## src/rtl/pipe_pkg.sv

```systemverilog
// Shared definitions for the skid-buffered pipeline stage: occupancy encoding,
// the all-zero NOP payload and the default payload width.
package pipe_pkg;

    // pc 32 + instr 32 + O 32 + B 32 + E 3
    localparam int PIPE_DATA_W = 131;

    typedef enum logic [1:0] {
        ST_EMPTY = 2'd0,
        ST_MAIN  = 2'd1,
        ST_FULL  = 2'd2
    } occ_e;

    // Payload presented downstream for bubbles and flushed slots
    localparam logic [PIPE_DATA_W-1:0] PIPE_NOP = '0;

endpackage

```

## src/rtl/pipe_data_reg.sv

```systemverilog
// Payload holding register with load enable and synchronous clear.
// Clear wins over load so a vacated or flushed slot always reads as NOP.
module pipe_data_reg
    import pipe_pkg::*;
#(
    parameter int DATA_W = PIPE_DATA_W
) (
    input  logic              clock,
    input  logic              clr,
    input  logic              en,
    input  logic [DATA_W-1:0] d,
    output logic [DATA_W-1:0] q
);

    // Clear has priority over load
    always_ff @(posedge clock) begin
        if (clr) begin
            q <= '0;
        end else if (en) begin
            q <= d;
        end
    end

endmodule

```

## src/rtl/pipe_stage_skid.sv

```systemverilog
// Inter-stage pipeline register with valid/ready handshake, 2-entry skid buffer
// and synchronous flush-to-bubble. in_ready is registered and never depends on
// out_ready combinationally. Empty or flushed slots present an all-zero payload.
// Optional statistics counters are built when PIPE_STAGE_STATS_EN is defined.
module pipe_stage_skid
    import pipe_pkg::*;
#(
    parameter int DATA_W = PIPE_DATA_W,
    parameter int CNT_W  = 16
) (
    input  logic              clock,
    input  logic              reset,
    input  logic              flush,
    input  logic              in_valid,
    output logic              in_ready,
    input  logic [DATA_W-1:0] in_data,
    output logic              out_valid,
    input  logic              out_ready,
    output logic [DATA_W-1:0] out_data
`ifdef PIPE_STAGE_STATS_EN
    ,
    output logic [CNT_W-1:0]  stat_bubbles,
    output logic [CNT_W-1:0]  stat_flushes
`endif
);

    if (DATA_W < 1) begin : g_bad_data_w
        $error("pipe_stage_skid: DATA_W must be at least 1");
    end
    if (CNT_W < 1) begin : g_bad_cnt_w
        $error("pipe_stage_skid: CNT_W must be at least 1");
    end

    occ_e              state_q;
    occ_e              state_d;
    logic              in_ready_q;
    logic              accept;
    logic              emit;
    logic              main_en;
    logic              main_vacate;
    logic              skid_en;
    logic              skid_vacate;
    logic              main_clr;
    logic              skid_clr;
    logic [DATA_W-1:0] main_d;
    logic [DATA_W-1:0] main_q;
    logic [DATA_W-1:0] skid_q;

    assign in_ready  = in_ready_q;
    assign out_valid = (state_q != ST_EMPTY);
    assign out_data  = main_q;

    assign accept = in_valid & in_ready_q;
    assign emit   = out_valid & out_ready;

    // Occupancy next-state and register load/vacate decisions
    always_comb begin
        state_d     = state_q;
        main_en     = 1'b0;
        main_vacate = 1'b0;
        skid_en     = 1'b0;
        skid_vacate = 1'b0;
        main_d      = in_data;
        case (state_q)
            ST_EMPTY: begin
                if (accept) begin
                    state_d = ST_MAIN;
                    main_en = 1'b1;
                end
            end
            ST_MAIN: begin
                if (accept && emit) begin
                    main_en = 1'b1;
                end else if (accept) begin
                    state_d = ST_FULL;
                    skid_en = 1'b1;
                end else if (emit) begin
                    state_d     = ST_EMPTY;
                    main_vacate = 1'b1;
                end
            end
            ST_FULL: begin
                // in_ready is low here, so only the skid entry can advance
                if (emit) begin
                    state_d     = ST_MAIN;
                    main_en     = 1'b1;
                    main_d      = skid_q;
                    skid_vacate = 1'b1;
                end
            end
            default: begin
                state_d = ST_EMPTY;
            end
        endcase
        // Flush and reset drop everything, including any accept/emit this cycle
        if (!reset || flush) begin
            state_d = ST_EMPTY;
        end
    end

    assign main_clr = !reset || flush || main_vacate;
    assign skid_clr = !reset || flush || skid_vacate;

    // Occupancy state and registered ready
    always_ff @(posedge clock) begin
        if (!reset) begin
            state_q    <= ST_EMPTY;
            in_ready_q <= 1'b1;
        end else begin
            state_q    <= state_d;
            in_ready_q <= (state_d != ST_FULL);
        end
    end

    pipe_data_reg #(
        .DATA_W (DATA_W)
    ) u_main (
        .clock (clock),
        .clr   (main_clr),
        .en    (main_en),
        .d     (main_d),
        .q     (main_q)
    );

    pipe_data_reg #(
        .DATA_W (DATA_W)
    ) u_skid (
        .clock (clock),
        .clr   (skid_clr),
        .en    (skid_en),
        .d     (in_data),
        .q     (skid_q)
    );

`ifdef PIPE_STAGE_STATS_EN
    function automatic logic [CNT_W-1:0] sat_inc(input logic [CNT_W-1:0] v);
        return (&v) ? v : v + CNT_W'(1);
    endfunction

    logic [CNT_W-1:0] bubbles_q;
    logic [CNT_W-1:0] flushes_q;

    assign stat_bubbles = bubbles_q;
    assign stat_flushes = flushes_q;

    // Saturating counts of idle output cycles and flushes that discarded data
    always_ff @(posedge clock) begin
        if (!reset) begin
            bubbles_q <= '0;
            flushes_q <= '0;
        end else begin
            if (!out_valid) begin
                bubbles_q <= sat_inc(bubbles_q);
            end
            if (flush && out_valid) begin
                flushes_q <= sat_inc(flushes_q);
            end
        end
    end
`endif

endmodule

```

## config.mk

```make
export PLATFORM = sky130hd
export DESIGN_NAME = pipe_stage_skid
export DESIGN_NICKNAME = d
export VERILOG_FILES = /design/src/rtl/pipe_pkg.sv /design/src/rtl/pipe_data_reg.sv /design/src/rtl/pipe_stage_skid.sv
export SDC_FILE = /design/constraint.sdc
export NUM_CORES = 1
export LEC_CHECK = 0
export ABC_CLOCK_PERIOD_IN_PS = 3190
export CAP_MARGIN = 20
export CORE_MARGIN = 5
export CORE_UTILIZATION = 50
export DETAILED_ROUTE_END_ITERATION = 10
export PLACE_DENSITY_LB_ADDON = 0.15
export SETUP_SLACK_MARGIN = 0.05
export SYNTH_ARGS = -nofsm -noshare
export SYNTH_HDL_FRONTEND = slang
export SYNTH_SLANG_ARGS = --single-unit
```

## constraint.sdc

```tcl
create_clock -name clock -period 3.19 [get_ports clock]
set_clock_uncertainty 0.15 [all_clocks]
set_input_delay 0.638 -clock clock [delete_from_list [all_inputs] [get_ports clock]]
set_output_delay 0.638 -clock clock [all_outputs]
set_load 0.005 [all_outputs]
```

==> impl_results.md, run 1 <==
* LEAKAGE at around 5.3 nW
* Initial Utilization at about half
* CTS tree: yes
* CP Class: reg2out
* ANT nets after route at 0
* FMAX at 400.9 MHz
* Cells resized by post-CTS repair at 0
* Slowest cell on the critical path: clkdlybuf4s50_1
* VDD IR max at 0.0004205 V
* Worst Path Required at around 2.4 ns
* Nets at 1653
* Synth Warn # at 0
* Adder-cell share of the synthesized area at 0%
* First-pass GRT wire length at 47530 um
* Die ar. at 23710 um^2
* Post-Syn Instances at ~1300
* Post-Route WL at 29240 um
* DIE WIDTH at between 150 and 200 um
* Mean Syn Cell Area at 7.963 um^2
* CP Cell Sequence: or2_2 -> clkdlybuf4s50_1
* Most frequent cells in the layout: nor2_1, clkdlybuf4s50_1, dfxtp_1
* Overall power at 0.007500 W
* Clock Tree Root: clkbuf_16
* Largest family of logic cells by synthesized area: simple AND/OR/NAND/NOR gates
* Via count at between 9000 and 10000
* GRT overflow at 0
* GRT Total Usage at 23.58%
* Kind of end point of the critical path: primary output
* Commonest non-fill, non-tap cell in the layout: nor2_1
* Netlist cell types at 24
* Tcrit/Tclk final at 78.20%
* Final Setup Violations at 0
* Post-synth top area share at 51.17%
* FP Rows at 52
* #FFs+latches synth at 265
* Drc violations at 0
* R2R setup slack at 1.11 ns
* GP Congestion at 0.7716
* CTS H-tree depth at 1
* Initial antenna violation count at 0
* Setup Buffers After CTS at 0
* CP max FO at 8
* Seq pwr share at 46.0%
* Die Ht at about 150 um
* Wire length per cell at between 15 and 20 um
* Pint at approximately 0.0058 W
* Largest net degree at the start of global routing at 76
* PortBufs at 268
* Arr. time, crit path at 1.71 ns
* CTS clk-pin slew, worst paths at around 0.060 ns
* Power share of the clock group at 43.2%
* Slew headroom at 64.21%
* Switch share at a little under a quarter
* Status: completed
* Sequential area share after synthesis at between 50% and 60%
* CP Launch Type: flop
* DPL Wire Length at roughly 18000 um
* Vias/cell at 5.271
* Setup_tns at 0 ns
* Mapped Nets at 1438
* Proportion of layout cells with a drive suffix above 1 at 9.552%
* Synthesized area at 10370 um^2
* Tmin final at between 2 and 2.5 ns
* Post-synth top area cell: dfxtp_1
* Switching power at roughly 0.0017 W
* Synth Area in Compound Gates at 6.674%
* Clock Sinks at approximately 270
* Delay-heaviest family, CP: buffers and inverters
* Pwr per Cell Area at 530.0 nW/um^2
* Max Slew Vio Count at 0
* DRT iter0 DRCs at 678
* Max Buffers Root-to-Sink at 3
* CP bufs+invs at 1
* I/O pin cnt at around 270
* Vias in the first global route at 9405
* Core Footprint at roughly 20000 um^2
* Antenna diode count at 0
* Final worst setup slack at approximately 0.70 ns
* Hold-fix buffers, CTS at 0
* Xor/xnor share of the synthesized area at less than 1%
* CP peak stage delay at about 0.54 ns
* MaxCap Viol Count at 0
* Post-Place Setup Slack at 0.3112 ns
* Clock buffer count from CTS at 28
* Final hold vios at 0
* Area contributors post-synth: dfxtp_1, nor2_1, nand2_1, nor4_2, a21oi_1
* Comb power frac at 10.8%
* Min-delay worst type: reg2reg
* Area added between synthesis and finish at 36.50%
* Drt pass-1 iters at 5
* Post-Synth Simple-Gate Area at roughly 37%
* RSZ-0062 raised after global routing: no
* Post-synthesis mux area share at 0.09655%
* Measured slew at the worst slew-check pin at 0.5368 ns
* Skew-Pair Late Insertion Delay at ~0.52 ns
==> stage by stage <==
step / util (%) / hold slack, ns / instances / cell area, um^2
floorplan: - / 0.2857 / 1302 / 10370
global placement: 65.12 / 0.2918 / 1757 / 13220
detailed placement: 65.12 / 0.2967 / 1757 / 13220
CTS: 69.71 / 0.3050 / 1809 / 14150
global route: 69.71 / 0.3218 / 1809 / 14150
finish: 69.71 / 0.3041 / 1809 / 14150
==> state kept, by name, indices dropped and copies added (netlist names) <==
name      flops
state_q       2
u_main.q    131
u_skid.q    131
in_ready      1
==> layout make-up <==
type | instances | area (um^2)
clock buffers | 44 | 842.1
clock inverters | 8 | 90.09
fillers | 1673 | 6148
inverters | 1 | 3.754
multi-input cells | 935 | 4592
flip-flops and latches | 265 | 5305
well taps | 270 | 337.8
repair buffers | 286 | 2980
==> worst reg2reg max path, stage by stage (launching register included) <==
cell     delay [ns]
dfxtp_1        0.39
nor2b_2        0.27
or3_4          0.52
buf_12         0.34
nor2_1         0.08
nor4_1         0.21
==> cells by family after synthesis <==
group           count (synthesis)
mux                             1
xor+xnor                        1
flops                         265
buf+inv                       102
compound gates                135
simple gates                  798
==> synthesized netlist by cell type (all sizes together) <==
master,number
nor2,393
dfxtp,265
nand2,265
a21oi,131
nor4,130
buf,63
clkbuf,38
nand2b,2
nand4b,2
nor2b,2
or2,2
a211o,1
a211oi,1
inv,1
mux2i,1
nand3b,1
o21a,1
o31ai,1
or3,1
xor2,1
==> per-layer routing <==
layer | up-vias | GRT usage (%) | wire, um
met3 | 49 | 5.481 | 2222
li1 | 4701 | - | -
met5 | - | 0 | 0
met4 | 0 | 6.560 | 693
met1 | 4486 | 29.52 | 12290
met2 | 300 | 40.77 | 14030
==> final timing paths <==
check,startpoint,to,depth (start not counted)
min,u_skid.q[9]$_SDFFE_PP0P_,u_skid.q[9]$_SDFFE_PP0P_,2
max reg2reg,state_q[0]$_SDFF_PN0_,u_main.q[103]$_SDFFE_PP0P_,5
max,state_q[1]$_SDFF_PN0_,out_valid,2
min reg2reg,u_skid.q[9]$_SDFFE_PP0P_,u_skid.q[9]$_SDFFE_PP0P_,2
==> power groups by stage <==
stage	clock [W]	sequential, W	combinational (W)
after global routing	0.00345	0.00346	0.000876
final	0.00324	0.00345	0.000809
after floorplan	0	0.00352	0.000362
after CTS	0.00331	0.00345	0.000817
after detailed placement	0	0.00352	0.000811
after global placement	0	0.00352	0.000802
Note: power is estimated with default switching activity, not from simulation.
==> run 2: changes to the inputs <==
- ABC_CLOCK_PERIOD_IN_PS: 3190 -> 2300
- CORE_UTILIZATION: 50 -> 49
- clock period: 3.19 -> 2.3 ns (I/O delays scaled with it)
==> impl_results.md, run 2 (same netlist as run 1, synthesis figures left out) <==
* First-pass GRT wire length at between 40000 and 50000 um
* FP Rows at 53
* FMAX at 479.5 MHz
* CP Class: reg2out
* WHS Path Cells at 2
* Kind of end point of the critical path: primary output
* Hold_sp: u_skid.q[128]$_SDFFE_PP0P_
* Status: completed
* GRT overflow at 0
* DRT iter0 DRCs at 531
* Clock Tree Root: clkbuf_16
* CP peak stage delay at 0.58 ns
* Final Setup Violations at 0
* Seq pwr share at 45.1%
* Reg-to-reg startpoint: in_ready$_SDFF_PN1_
* Worst Path Required at around 1.7 ns
* Setup_tns at 0 ns
* Wire length per cell at 16.37 um
* Arr. time, crit path at 1.48 ns
* Tcrit/Tclk final at about 90%
* Commonest non-fill, non-tap cell in the layout: nor2_1
* Final hold slack at 0.3025 ns
* Post-Route WL at ~30000 um
* Most frequent cells in the layout: nor2_1, clkdlybuf4s50_1, dfxtp_1
* Clock buffer count from CTS at 28
* RSZ-0062 raised after global routing: no
* Measured slew at the worst slew-check pin at 0.4216 ns
* Setup Buffers After CTS at 0
* I/O pin cnt at 269
* DPL Wire Length at 19500 um
* Nets at 1674
* Delay-heaviest family, CP: buffers and inverters
* Met2 routed WL at 14480 um
* MaxCap Viol Count at 0
* Largest net degree at the start of global routing at 91
* CP max FO at 2
* Placed cell areas at 13510 um^2
* Design area at 14480 um^2
* Met3 wire len at 2311 um
* CTS H-tree depth at 1
* Drc violations at 0
* LEAKAGE at ~5.4 nW
* CP bufs+invs at 1
* Largest registers: u_main.q (131), u_skid.q (131), state_q (2)
* Worst Setup SP: u_main.q[105]$_SDFFE_PP0P_
* Max Slew Vio Count at 0
* Max Buffers Root-to-Sink at 3
* GRT Total Usage at 23.92%
* Final hold vios at 0
* Slowest cell on the critical path: clkdlybuf4s50_1
* Switching power at 0.002470 W
* Initial antenna violation count at 1
* Final worst setup slack at 0.2144 ns
* R2R setup slack at 0.45 ns
* CP Cell Sequence: clkdlybuf4s50_1
* Min-delay worst type: reg2reg
* Setup crit end: out_data[105]
* Initial Utilization at 49.47%
* Via count at 9646
* Pint at 0.008144 W
* Clock Sinks at 265
* Tmin final at 2.086 ns
* Drt pass-1 iters at 5
* Die Ht at between 150 and 200 um
* Switch share at roughly a quarter
* Top sig layer: met4
* CP Launch Type: flop
* Proportion of layout cells with a drive suffix above 1 at 11.23%
* CTS tree: yes
* CTS clk-pin slew, worst paths at about 0.060 ns
* Filler cell count at ~1700
* Vias/cell at 5.257
* Reg2reg path depth at 6
* Post-Place Setup Slack at -0.09273 ns
* Comb power frac at 11.2%
* Critical R2R Capture: u_main.q[114]$_SDFFE_PP0P_
* ANT nets after route at 0
* Core Footprint at 20960 um^2
* Slew headroom at 71.89%
* Area added between synthesis and finish at 39.69%
* Critical path depth in cells at 1
* Overall power at 0.01061 W
* Power share of the clock group at 43.7%
* Vias in the first global route at 9576
* PortBufs at 268
* Pwr per Cell Area at 732.9 nW/um^2
* GP Congestion at roughly 0.8
* Die ar. at 24170 um^2
* DIE WIDTH at 155.5 um
* M1 wire length at 12310 um
* Skew-Pair Late Insertion Delay at 0.53 ns
* VDD IR max at 0.0004732 V
==> run 2: per-layer routing <==
layer | vias up | global-route usage, %
li1 | 4740 | -
met1 | 4519 | 30.12
met5 | - | 0
met3 | 54 | 5.257
met4 | 0 | 7.920
met2 | 333 | 40.76
==> run 2: worst min-delay path by stage <==
| stage | slack (ns) | to |
|---|---|---|
| 4_1_cts | 0.31 | u_skid.q[128]$_SDFFE_PP0P_ |
| 3_5_place_dp | 0.30 | u_skid.q[96]$_SDFFE_PP0P_ |
| 5_1_grt | 0.32 | u_skid.q[63]$_SDFFE_PP0P_ |
| 6_report | 0.30 | u_skid.q[128]$_SDFFE_PP0P_ |
| 2_1_floorplan | 0.29 | u_skid.q[102]$_SDFFE_PP0P_ |
| 3_3_place_gp | 0.29 | u_skid.q[106]$_SDFFE_PP0P_ |
==> run 2: metrics by stage <==
| step | util, % | instances |
|---|---|---|
| floorplan | - | 1302 |
| global placement | 64.46 | 1783 |
| detailed placement | 64.46 | 1783 |
| CTS | 69.10 | 1834 |
| global route | 69.11 | 1835 |
| finish | 69.11 | 1835 |
==> run 2: layout make-up <==
cell class | count | area (um^2) | share of cell area (%)
Timing Repair Buffer | 307 | 3262 | 22.52
Clock buffer | 36 | 802.0 | 5.538
Multi-Input combinational cell | 935 | 4592 | 31.71
Inverter | 1 | 3.754 | 0.02592
Clock inverter | 15 | 167.7 | 1.158
Sequential cell | 265 | 5309 | 36.66
Tap cell | 275 | 344.1 | 2.376
Antenna cell | 1 | 2.502 | 0.01728
==> run 2: power groups by stage <==
| stage | clock (W) | combinational [W] | sequential (W) |
|---|---|---|---|
| 3_5_place_dp | 0 | 0.00119 | 0.00489 |
| 2_1_floorplan | 0 | 0.000502 | 0.00488 |
| 6_report | 0.00464 | 0.00119 | 0.00479 |
| 3_3_place_gp | 0 | 0.00117 | 0.00489 |
| 4_1_cts | 0.00474 | 0.00120 | 0.00478 |
| 5_1_grt | 0.00493 | 0.00128 | 0.00480 |
==> run 2: repair_timing <==
item	4_1_cts	5_1_grt
setup endpoints to repair	1	0
gates resized for setup	3	0
hold buffers	0	0
endpoints found under the hold margin	0	0
==> run 2: worst register-to-register path, stage by stage, from the launching register on <==
cell     delay [ns]
dfxtp_1        0.35
nand2_1        0.16
o31ai_4        0.31
buf_4          0.22
buf_12         0.15
nor2_1         0.06
nor4_1         0.34
==> run 3: changes to the inputs <==
- CTS_CLUSTER_SIZE: not set -> 24
==> results of run 3 <==
The final DEF is identical to that of run 2; final timing and power are the same.
